## config.mk

```make
export PLATFORM = sky130hd
export DESIGN_NAME = pipe_skid_register
export DESIGN_NICKNAME = d
export VERILOG_FILES = /design/src/rtl/pipe_skid_register.sv
export SDC_FILE = /design/constraint.sdc
export NUM_CORES = 1
export LEC_CHECK = 0
export ABC_AREA = 1
export ABC_CLOCK_PERIOD_IN_PS = 1850
export CAP_MARGIN = 10
export CORE_MARGIN = 4
export CORE_UTILIZATION = 50
export CTS_CLUSTER_DIAMETER = 80
export DETAILED_ROUTE_END_ITERATION = 10
export PLACE_DENSITY = 0.8
export SYNTH_ARGS = -nofsm -noshare
export SYNTH_HDL_FRONTEND = slang
export SYNTH_SLANG_ARGS = --single-unit
```

## constraint.sdc

```tcl
create_clock -name clk -period 1.85 [get_ports clk]
set_input_delay 0.37 -clock clk [delete_from_list [all_inputs] [get_ports clk]]
set_output_delay 0.37 -clock clk [all_outputs]
set_load 0.02 [all_outputs]
```

## src/rtl/pipe_skid_register.sv

```systemverilog
// Elastic N-bit pipeline register with valid/ready handshakes and a one-entry skid buffer.
// All handshake outputs decode the state register, so m_ready never reaches s_ready combinationally.
module pipe_skid_register #(
    parameter int unsigned N = 32
) (
    input  logic         clk,
    input  logic         rst,
    input  logic         flush,
    input  logic         s_valid,
    output logic         s_ready,
    input  logic [N-1:0] s_data,
    output logic         m_valid,
    input  logic         m_ready,
    output logic [N-1:0] m_data,
    output logic [1:0]   occupancy
);

    typedef enum logic [1:0] {
        EMPTY = 2'b00,
        ONE   = 2'b01,
        TWO   = 2'b10,
        BAD   = 2'b11
    } state_t;

    state_t         state_q, state_d;
    logic [N-1:0]   main_q, main_d;
    logic [N-1:0]   skid_q, skid_d;
    logic           accept, consume;

    assign s_ready = (state_q != TWO);
    assign m_valid = (state_q != EMPTY);
    assign m_data  = main_q;
    assign accept  = s_valid & s_ready;
    assign consume = m_valid & m_ready;

    always_comb begin
        occupancy = 2'd0;
        case (state_q)
            EMPTY: occupancy = 2'd0;
            ONE:   occupancy = 2'd1;
            TWO:   occupancy = 2'd2;
            BAD:   occupancy = 2'd0;
        endcase
    end

    always_comb begin
        state_d = state_q;
        main_d  = main_q;
        skid_d  = skid_q;
        // Flush drops both held beats but leaves the data registers untouched.
        if (flush) begin
            state_d = EMPTY;
        end else begin
            case (state_q)
                EMPTY: begin
                    if (accept) begin
                        main_d  = s_data;
                        state_d = ONE;
                    end
                end
                ONE: begin
                    if (accept && consume) begin
                        main_d = s_data;
                    end else if (consume) begin
                        state_d = EMPTY;
                    end else if (accept) begin
                        skid_d  = s_data;
                        state_d = TWO;
                    end
                end
                TWO: begin
                    if (consume) begin
                        main_d  = skid_q;
                        state_d = ONE;
                    end
                end
                BAD: state_d = EMPTY;
            endcase
        end
    end

    always_ff @(posedge clk or negedge rst) begin
        if (!rst) begin
            state_q <= EMPTY;
            main_q  <= '0;
            skid_q  <= '0;
        end else begin
            state_q <= state_d;
            main_q  <= main_d;
            skid_q  <= skid_d;
        end
    end

endmodule

```

## Word-level counts from Yosys, hierarchy flattened

Cells that the tools add are included.

- Bits of input ports: 37
- Output and inout bits: 36
- Register bits: 66
- Logic and storage cells: 39

- Muxes and demuxes: 12
- Reduce and logical (&&, ||, !) cells: 8
- Bitwise operators: 5
- Equality and inequality tests: 11

Operator list:

| operator | count |
|---|---|
| $mux 32 | 3 |
| $pmux 32 s3 | 1 |
| $mux 2 | 6 |
| $reduce_and 5->1 | 2 |
| $ne 3x3->1 const B | 3 |
| $ne 2x2->1 const B | 4 |
| $pmux 2 s4 | 1 |
| $pmux 2 s3 | 1 |
| $eq 2x2->1 const B | 2 |
| $ne 4x4->1 const B | 1 |
| $reduce_and 4->1 | 1 |
| $not 1->1 | 3 |
| $reduce_bool 3->1 | 1 |
| $and 1x1->1 | 2 |
| $eq 2x1->1 const B | 1 |
| $logic_not 2->1 | 1 |
| $reduce_bool 2->1 | 1 |
| $reduce_or 2->1 | 1 |
| $logic_and 1x1->1 | 1 |

## Depth between registers and ports, before layout

Gate-level depths: netlist of the first run.

- Depth after elaboration: 7
- Gate-level depth with buffers: 9
- Depth with buffers taken out: 8

## Worst setup path after synthesis of the first run

No wires, ideal clock.

- Path type: reg2reg
- Start: reg state_q[1]
- End: reg main_q[0] (netlist: m_data[0])
- Clock period less this slack: 1432 ps
- Stages on the path, launching flop included: 10
- Setup time: 118 ps
- Data required time: 1732 ps
- Setup slack: 418 ps
- Data arrival time: 1313 ps
- Buffers on the path: 2
- Path through: dfrtp_1 > buf_4 > inv_2 > nor2_2 > nand2_1 > nand2_1 > nand3_2 > buf_4 > nand2_1 > nand2_1

- Cells in the longest elaborated chain, start to end: 5
- Elaborated cells on any way between the ends: 14
- Classes of those cells: eq/ne: 6; mux: 1; bitwise: 2; reduce/logical: 5

Ends and longest elaborated chain:

| element | RTL line | RTL |
|---|---|---|
| start: declaration | 25 | `state_t state_q, state_d;` |
| start signal: assignment | 88 | `state_q <= state_d;` |
| $ne 2x2->1 / $reduce_bool 2->1 (equally long branches) | 30, 31 |  |
| $and 1x1->1, on equally long branches | 33, 34 |  |
| $logic_and 1x1->1 | 62 | `if (accept && consume) begin` |
| $ne 2x2->1 (no source line) | - |  |
| $reduce_and 5->1 (no source line) | - |  |
| end signal: assignment | 89 | `main_q <= main_d;` |
| end: declaration | 26 | `logic [N-1:0] main_q, main_d;` |

Parallel ways exist; a longest one is shown, timed or not.
A chain may end at the register's enable or synchronous reset.

## Worst setup path after layout of the first run

- Start: reg state_q[0]
- End: out occupancy[0]

- Cells in the longest elaborated chain, start to end: 3
- Elaborated cells on any way between the ends: 6
- Classes of those cells: eq/ne: 3; mux: 1; reduce/logical: 2

Ends and longest elaborated chain:

| element | RTL line | RTL |
|---|---|---|
| $eq 2x2->1 / $logic_not 2->1 (equally long branches) | 38 | `case (state_q)` |
| $reduce_or 2->1 (no source line) | - |  |
| $pmux 2 s3 (*) | 38 |  |
| end: declaration | 15 | `output logic [1:0] occupancy` |

Every way passes the cells marked *; elsewhere a longest branch is shown, timed or not.

==> impl_metrics.ini, run 1 <==
[outcome]
status = completed

[timing]
post-route-min-period_ns = 1.727
worst_slew_pin_slew_ns = 0.3703
finalCritPeriodShare_pct = 93.34
hold_slack_ns = 0.03871
rsz0062_at_grt = false
fin_setup_tns_ns = 0
setup_viol_count_final = 0
finClkSkew_ns = 0.007334
slew_headroom_pct = 75.32
hold_violations = 0
maxSlewViolCount = 0
fmax_mhz = 579.1

[detailed_routing]
drc = 0
vias_per_cell = 5.307
drt_pass1_iterations = 5
drtIter0Drc = 337
ant_nets = 0
vias = 2956
wire_per_inst_um = 14.13
drt_wl_total_mm = 7.870

[cts]
cts_made_buffers = 9
clkTransAtPathRegs_ns = 0.07
htree_levels = 3
max-clock-path-buffers = 2
root_buffer = clkbuf_8
clock_latency_ns = 0.33
cts_num_sinks = 66
cts_tree = built

[global_route]
grt_pass1_wl_mm = 13.95
grt_pass1_vias = 3011
grt_overflow_total = 0
grtUsageTotal_pct = 22.85
grt_max_degree = 67
antenna_found_initial = 0

[synth]
syn_area_um2 = 3177
yosysTopAreaCellShare_pct = 51.99
synthTopCellsByArea = dfrtp_1 (52%), nand2_1 (20%), nand4_1 (6.3%)
synth_nets = 450
synth_cell_type_count = 16
ys_warn_count = 0
synth_cells = 413
ys_seq_area_share_pct = 51.99
yosysTopAreaCell = dfrtp_1
synth_seq_cells = 66
synth_area_per_cell_um2 = 7.692

[power_and_ir_drop]
leakage_nw = 2.167
vdd_drop_max_v = 0.0008047
p_total_mw = 4.706
p_per_area_nw_per_um2 = 1146

[placement]
dp_hpwl_mm = 5.100
place.gp.congestion = 0.8946
portBuffers = 72

[finish]
drive_above_1_share_pct = 7.054
diodes = 0
nNetsFinal = 517
final_common_cell = nand2_1
final_cell_mix = nand2_1 (173), clkdlybuf4s50_1 (67), dfrtp_1 (65)
filler_cell_count = 499
areaGrowthSynthToFinish_pct = 29.30

[critical_path]
critPathKind = register to primary output
worst-r2r-cell-count = 6
reg2reg_setup_slack_ns = 0.31
reg2reg_from = state_q[1]
reg2reg_to = skid_q[21]
worstPathArrival_ns = 1.36
cp-start-kind = register
critPathCaptureType = primary output
critPathMaxFanout = 6
required_ns = 1.48

[floorplan]
pin_count = 73
fp.dieW_um = 87.71
coreArea_um2 = 6026
rows = 28
start_util_pct = 52.72
die_y_um = 87.71
die_area_um2 = 7693

[flow_run]
maxCapViolations = 0

[min_path]
hp-class = primary input to asynchronous set/reset pin
==> through the flow <==
stage / setup WS (ns) / util [%] / cell area (um2) / std cells
after floorplan: 0.4180 / - / 3177 / 413
after global placement: 0.1198 / 65.91 / 3971 / 544
after detailed placement: 0.04751 / 65.91 / 3971 / 544
after CTS: 0.1118 / 68.17 / 4108 / 557
after global routing: 0.05931 / 68.17 / 4108 / 557
final: 0.1232 / 68.17 / 4108 / 557
==> report_power, final <==
group	switching [mW]	total (mW)	internal, mW
registers	0.266	2.16	1.89
clock network	0.489	0.953	0.463
logic	0.873	1.59	0.721
==> flip-flops by register name (all words and copies together) (netlist names) <==
signal   flops
skid_q      32
m_data      32
state_q      2
==> cell families (layout without fill, tap and decap cells) <==
kind of cell | Yosys count | in the layout | share of synthesized area, %
buf+inv | 65 | 134 | 8.744
flops | 66 | 66 | 51.99
simple gates | 248 | 248 | 33.79
compound gates | 34 | 34 | 5.474
==> final cells by class <==
| type | count | area [um2] | area share [%] |
|---|---|---|---|
| flip-flops and latches | 66 | 1653 | 40.24 |
| multi-input cells | 282 | 1252 | 30.49 |
| repair buffers | 85 | 833.3 | 20.29 |
| clock buffers | 12 | 135.1 | 3.290 |
| inverters | 36 | 135.1 | 3.290 |
| well taps | 75 | 93.84 | 2.284 |
| clock inverters | 1 | 5.005 | 0.1218 |
==> Yosys cell counts <==
library cell and count:
nand2_1 173, dfrtp_1 66, nand3_1 36, inv_1 33
nand4_1 32, o21ai_1 32, buf_2 15, clkbuf_1 10
buf_4 4, inv_2 3, nor2_1 3, nor2_2 2
nand3_2 1, nor3_2 1, o21ai_0 1, o21ai_2 1
==> how the worst max path moves through the flow <==
stage / cells after the start / start / slack, ns / to
floorplan: 9 / state_q[1] / 0.42 / m_data[0]
global placement: 7 / m_ready / 0.12 / m_data[9]
detailed placement: 7 / m_ready / 0.05 / m_data[19]
CTS: 3 / state_q[0] / 0.11 / occupancy[0]
global route: 3 / state_q[0] / 0.06 / occupancy[0]
finish: 3 / state_q[0] / 0.12 / occupancy[0]
==> critical path, cell delays in order (launching register included) <==
cell and delay [ns]:
dfrtp_2 0.42, inv_2 0.08, nor2_2 0.16, dlygate4sd2_1 0.36
==> per-layer routing <==
metal / GRT usage (%) / routed length, um / vias up
met4: 7.531 / 97 / 0
li1: - / - / 1456
met3: 4.045 / 483 / 8
met1: 32.18 / 3551 / 1378
met2: 35.96 / 3737 / 114
met5: 0 / 0 / -
==> repair_timing <==
| item | 4_1_cts | 5_1_grt |
|---|---|---|
| hold buffers | 0 | 0 |
| buffers inserted | 0 | 0 |
| gates resized for setup | 5 | 0 |
| setup endpoints to repair | 4 | 0 |
No activity file was read; power rests on OpenSTA's default activity.
==> run 2, diff against run 1 <==
CORE_UTILIZATION = 52   (was 50)
CTS_BUF_LIST = sky130_fd_sc_hd__clkbuf_8   (was default)
MAX_ROUTING_LAYER = met4   (was default)
PLACE_DENSITY = 0.82   (was 0.8)
SKIP_LAST_GASP = 1   (was default)
==> impl_metrics.ini, run 2 (synthesis results as in run 1) <==
[critical_path]
reg2reg_from = state_q[0]
cp-start-kind = register
required_ns = 1.48
cp_cell_sequence = clkdlybuf4s50_1
reg2reg_to = skid_q[20]
cp_slowest_cell = clkdlybuf4s50_1
worst_path_dominant_cell_family = buffers and inverters
reg2reg_setup_slack_ns = 0.27
worst-r2r-cell-count = 7
critPathKind = register to primary output
worstPathArrival_ns = 1.33
critPathCaptureType = primary output
critPathMaxFanout = 2
slowest_delay_ns = 0.62
startpoint = m_data[25]
path_buf_inv = 1

[min_path]
hp-class = primary input to asynchronous set/reset pin

[global_route]
grt_pass1_wl_mm = 13.54
antenna_found_initial = 0
grt_max_degree = 67
grt_pass1_vias = 2864
grt_overflow_total = 0
grtUsageTotal_pct = 23.96

[timing]
fin_setup_tns_ns = 0
rsz0062_at_grt = false
hold_violations = 0
fmax_mhz = 587.9
finClkSkew_ns = 0.005436
finalCritPeriodShare_pct = 91.95
post-route-min-period_ns = 1.701
slew_headroom_pct = 75.25
maxSlewViolCount = 0
worst_slew_pin_slew_ns = 0.3712
setup_viol_count_final = 0

[finish]
diodes = 0
final_common_cell = nand2_1
final_cell_mix = nand2_1 (173), clkdlybuf4s50_1 (67), dfrtp_1 (65)
areaGrowthSynthToFinish_pct = 31.31
drive_above_1_share_pct = 7.851
nNetsFinal = 517
fin_util_pct = 70.46

[cts]
max-clock-path-buffers = 2
cts_tree = built
holdBufCountCts = 0
root_buffer = clkbuf_8
cts_num_sinks = 66
htree_levels = 3
cts_made_buffers = 9
cts_resized = 5
cts_setup_buffers = 0
clkTransAtPathRegs_ns = 0.07
clock_latency_ns = 0.33

[floorplan]
fp.dieW_um = 86.16
die_area_um2 = 7424
rows = 28
pin_count = 73
coreArea_um2 = 5921
die_y_um = 86.16
start_util_pct = 53.66

[flow_run]
maxCapViolations = 0

[outcome]
status = completed

[detailed_routing]
drt_wl_total_mm = 7.834
drtIter0Drc = 238
wire_per_inst_um = 14.01
vias = 2988
vias_per_cell = 5.345
drt_pass1_iterations = 6
ant_nets = 0
drc = 0

[power_and_ir_drop]
sw_frac_of_total_pct = 33.10
cellInternalPower_mw = 3.330
p_total_mw = 4.977
leakage_nw = 2.205
p_per_area_nw_per_um2 = 1193
clkPwrFrac_pct = 24.8
pwr-share-comb_pct = 31.9
seq_power_share_pct = 43.3
p_sw_mw = 1.647
vdd_drop_max_v = 0.0006230

[placement]
dp_hpwl_mm = 5.064
portBuffers = 72
place.gp.congestion = 0.8623
run 2: area by class of cell:
cell class,instances,area [um2]
Clock buffer,12,165.2
Clock inverter,3,38.79
Fill cell,457,1749
Inverter,36,135.1
Multi-Input combinational cell,282,1252
Sequential cell,66,1653
Tap cell,75,93.84
Timing Repair Buffer,85,833.3
run 2: worst max-delay path by stage:
stage                   endpoint  slack [ns]  cells after the start
floorplan              m_data[0]        0.42                      9
global placement      m_data[11]        0.10                      7
detailed placement    m_data[18]        0.05                      7
CTS                   m_data[23]        0.13                      1
global route        occupancy[0]        0.07                      3
finish                m_data[25]        0.15                      1
run 2: routing by layer:
layer  wire, um  share of wire [%]  global-route usage (%)
met1       3395                 43                   32.37
met2       3675                 47                   36.79
met3        684                8.7                   5.476
met4         78                1.0                   6.043
met5          0                  0                       -
run 2: stage by stage:
| step | cells | instance area (um2) | worst slack [ns] | hold slack [ns] |
|---|---|---|---|---|
| global placement | 544 | 3971 | 0.1029 | 0.4124 |
| finish | 559 | 4172 | 0.1490 | 0.03498 |
| global route | 559 | 4172 | 0.07440 | 0.07185 |
| CTS | 559 | 4172 | 0.1336 | 0.05171 |
| floorplan | 413 | 3177 | 0.4180 | 0.07441 |
| detailed placement | 544 | 3971 | 0.04623 | 0.4105 |
run 2: worst reg2reg max path, cell delays in order (launching register included):
cell and delay (ns):
dfrtp_2 0.45, inv_2 0.09, buf_4 0.34, nor3_2 0.07, nand3_2 0.09, buf_12 0.26
nand2_1 0.13, o21ai_1 0.08
run 2: power by group through the flow:
stage	Sequential (mW)	Combinational [mW]	Clock, mW
after floorplan	2.38	0.626	0
after global placement	2.16	1.56	0
after detailed placement	2.17	1.61	0
after CTS	2.15	1.60	1.25
after global routing	2.22	1.76	1.32
final	2.15	1.59	1.24
==> run 3, diff against run 2 <==
CAP_MARGIN = default   (was 10)
CORE_MARGIN = 1.5   (was 4)
==> impl_metrics.ini, run 3 (synthesis results as in run 1) <==
[finish]
areaGrowthSynthToFinish_pct = 32.26
fin_util_pct = 70.96
diodes = 0
final_common_cell = nand2_1
drive_above_1_share_pct = 8.419
fin_area_um2 = 4202
nNetsFinal = 520
final_cell_mix = nand2_1 (173), clkdlybuf4s50_1 (67), dfrtp_1 (64)

[critical_path]
cp-start-kind = register
reg2reg_from = state_q[0]
required_ns = 1.48
critPathKind = register to primary output
reg2reg_setup_slack_ns = 0.37
worst-r2r-cell-count = 7
cp_cell_sequence = clkdlybuf4s50_1
slowest_delay_ns = 0.62
critPathMaxFanout = 2
worstPathArrival_ns = 1.36
reg2reg_to = skid_q[3]
path_buf_inv = 1
critPathCaptureType = primary output
cp_slowest_cell = clkdlybuf4s50_1
worst_path_dominant_cell_family = buffers and inverters

[global_route]
grt_pass1_wl_mm = 13.58
antenna_found_initial = 0
grtUsageTotal_pct = 28.27
grt_overflow_total = 0
grt_pass1_vias = 2900
grt_max_degree = 66

[timing]
post-route-min-period_ns = 1.734
hold_violations = 0
finClkSkew_ns = 0.008442
finalCritPeriodShare_pct = 93.74
fin_setup_tns_ns = 0
rsz0062_at_grt = false
slew_headroom_pct = 70.85
worst_slew_pin_slew_ns = 0.4373
setup_viol_count_final = 0
fmax_mhz = 576.6
setup_ws_ns = 0.1158
maxSlewViolCount = 0

[detailed_routing]
drtIter0Drc = 302
top_layer_used = met4
drc = 0
vias_per_cell = 5.456
met1_length_mm = 3.636
route.met3.wl_um = 585
vias = 3066
drt_wl_total_mm = 8.129
wire_per_inst_um = 14.46
drt_pass1_iterations = 5
ant_nets = 0
wl_met2_mm = 3.786

[floorplan]
die_y_um = 81.16
pin_count = 73
fp.dieW_um = 81.16
start_util_pct = 53.66
rows = 28
die_area_um2 = 6587
coreArea_um2 = 5921

[cts]
cts_num_sinks = 66
clock_latency_ns = 0.34
cts_setup_buffers = 0
clkTransAtPathRegs_ns = 0.07
max-clock-path-buffers = 2
cts_made_buffers = 9
htree_levels = 3
cts_tree = built
root_buffer = clkbuf_8

[power_and_ir_drop]
leakage_nw = 2.231
p_total_mw = 5.025
p_per_area_nw_per_um2 = 1196
vdd_drop_max_v = 0.0005672

[min_path]
hp-class = register to register
min_path_cells = 2
hold-path-endpoint = m_data[28]
hp-start = m_data[28]

[placement]
dp_hpwl_mm = 5.161
placed_area_um2 = 3986
pre_cts_ws_ns = 0.04675
place.gp.congestion = 0.7962
portBuffers = 72

[outcome]
status = completed

[flow_run]
maxCapViolations = 0
run 3: cell types whose count changed in the layout (fill, tap and decap cells not counted):
cell	delta
dlygate4sd3_1	+1
dlymetal6s2s_1	+1
dlygate4sd2_1	-1
dfrtp_1	-1
dfrtp_2	+1
buf_4	+2
run 3: worst max-delay path by stage:
| stage | startpoint | to | slack [ns] | depth (start not counted) |
|---|---|---|---|---|
| after global placement | m_ready | m_data[20] | 0.11 | 7 |
| after global routing | m_data[25] | m_data[25] | 0.09 | 1 |
| after floorplan | state_q[1] | m_data[0] | 0.42 | 9 |
| final | m_data[17] | m_data[17] | 0.12 | 1 |
| after detailed placement | m_ready | m_data[18] | 0.05 | 7 |
| after CTS | state_q[1] | occupancy[1] | -0.09 | 3 |
run 3: tightest hold or removal path, stage by stage, from the launching register on:
cell	delay, ns
dfrtp_1	0.34
nand2_1	0.05
nand2_1	0.05
run 3: cell type report:
| type | count | area [um2] |
|---|---|---|
| fill | 472 | 1719 |
| sequential | 66 | 1654 |
| multi-input combinational | 282 | 1252 |
| timing repair buffer | 88 | 862.1 |
| clock buffer | 12 | 165.2 |
| inverter | 36 | 135.1 |
| tap | 75 | 93.84 |
| clock inverter | 3 | 38.79 |
run 3: through the flow:
stage,hold slack [ns],std cells
CTS,0.4815,562
floorplan,0.07441,413
finish,0.4786,562
detailed placement,0.3365,546
global route,0.5016,562
global placement,0.3328,546
run 3: repair_timing:
action,CTS,global route
endpoints found under the hold margin,17,0
resized for setup,5,1
hold buffers,1,0
endpoints found under the setup margin,4,1
run 3: metal layers:
metal  GRT usage [%]  vias to the layer above
met5               -                        -
met1           38.83                     1443
met2           41.67                      139
met4           10.86                        0
met3           5.281                       14
li1                -                     1470
run 3: report_power, final:
group | internal [mW] | switching [mW] | leakage [nW]
sequential | 1.89 | 0.278 | 0.825
clock | 0.719 | 0.528 | 0.110
combinational | 0.728 | 0.880 | 1.30
total | 3.34 | 1.69 | 2.23
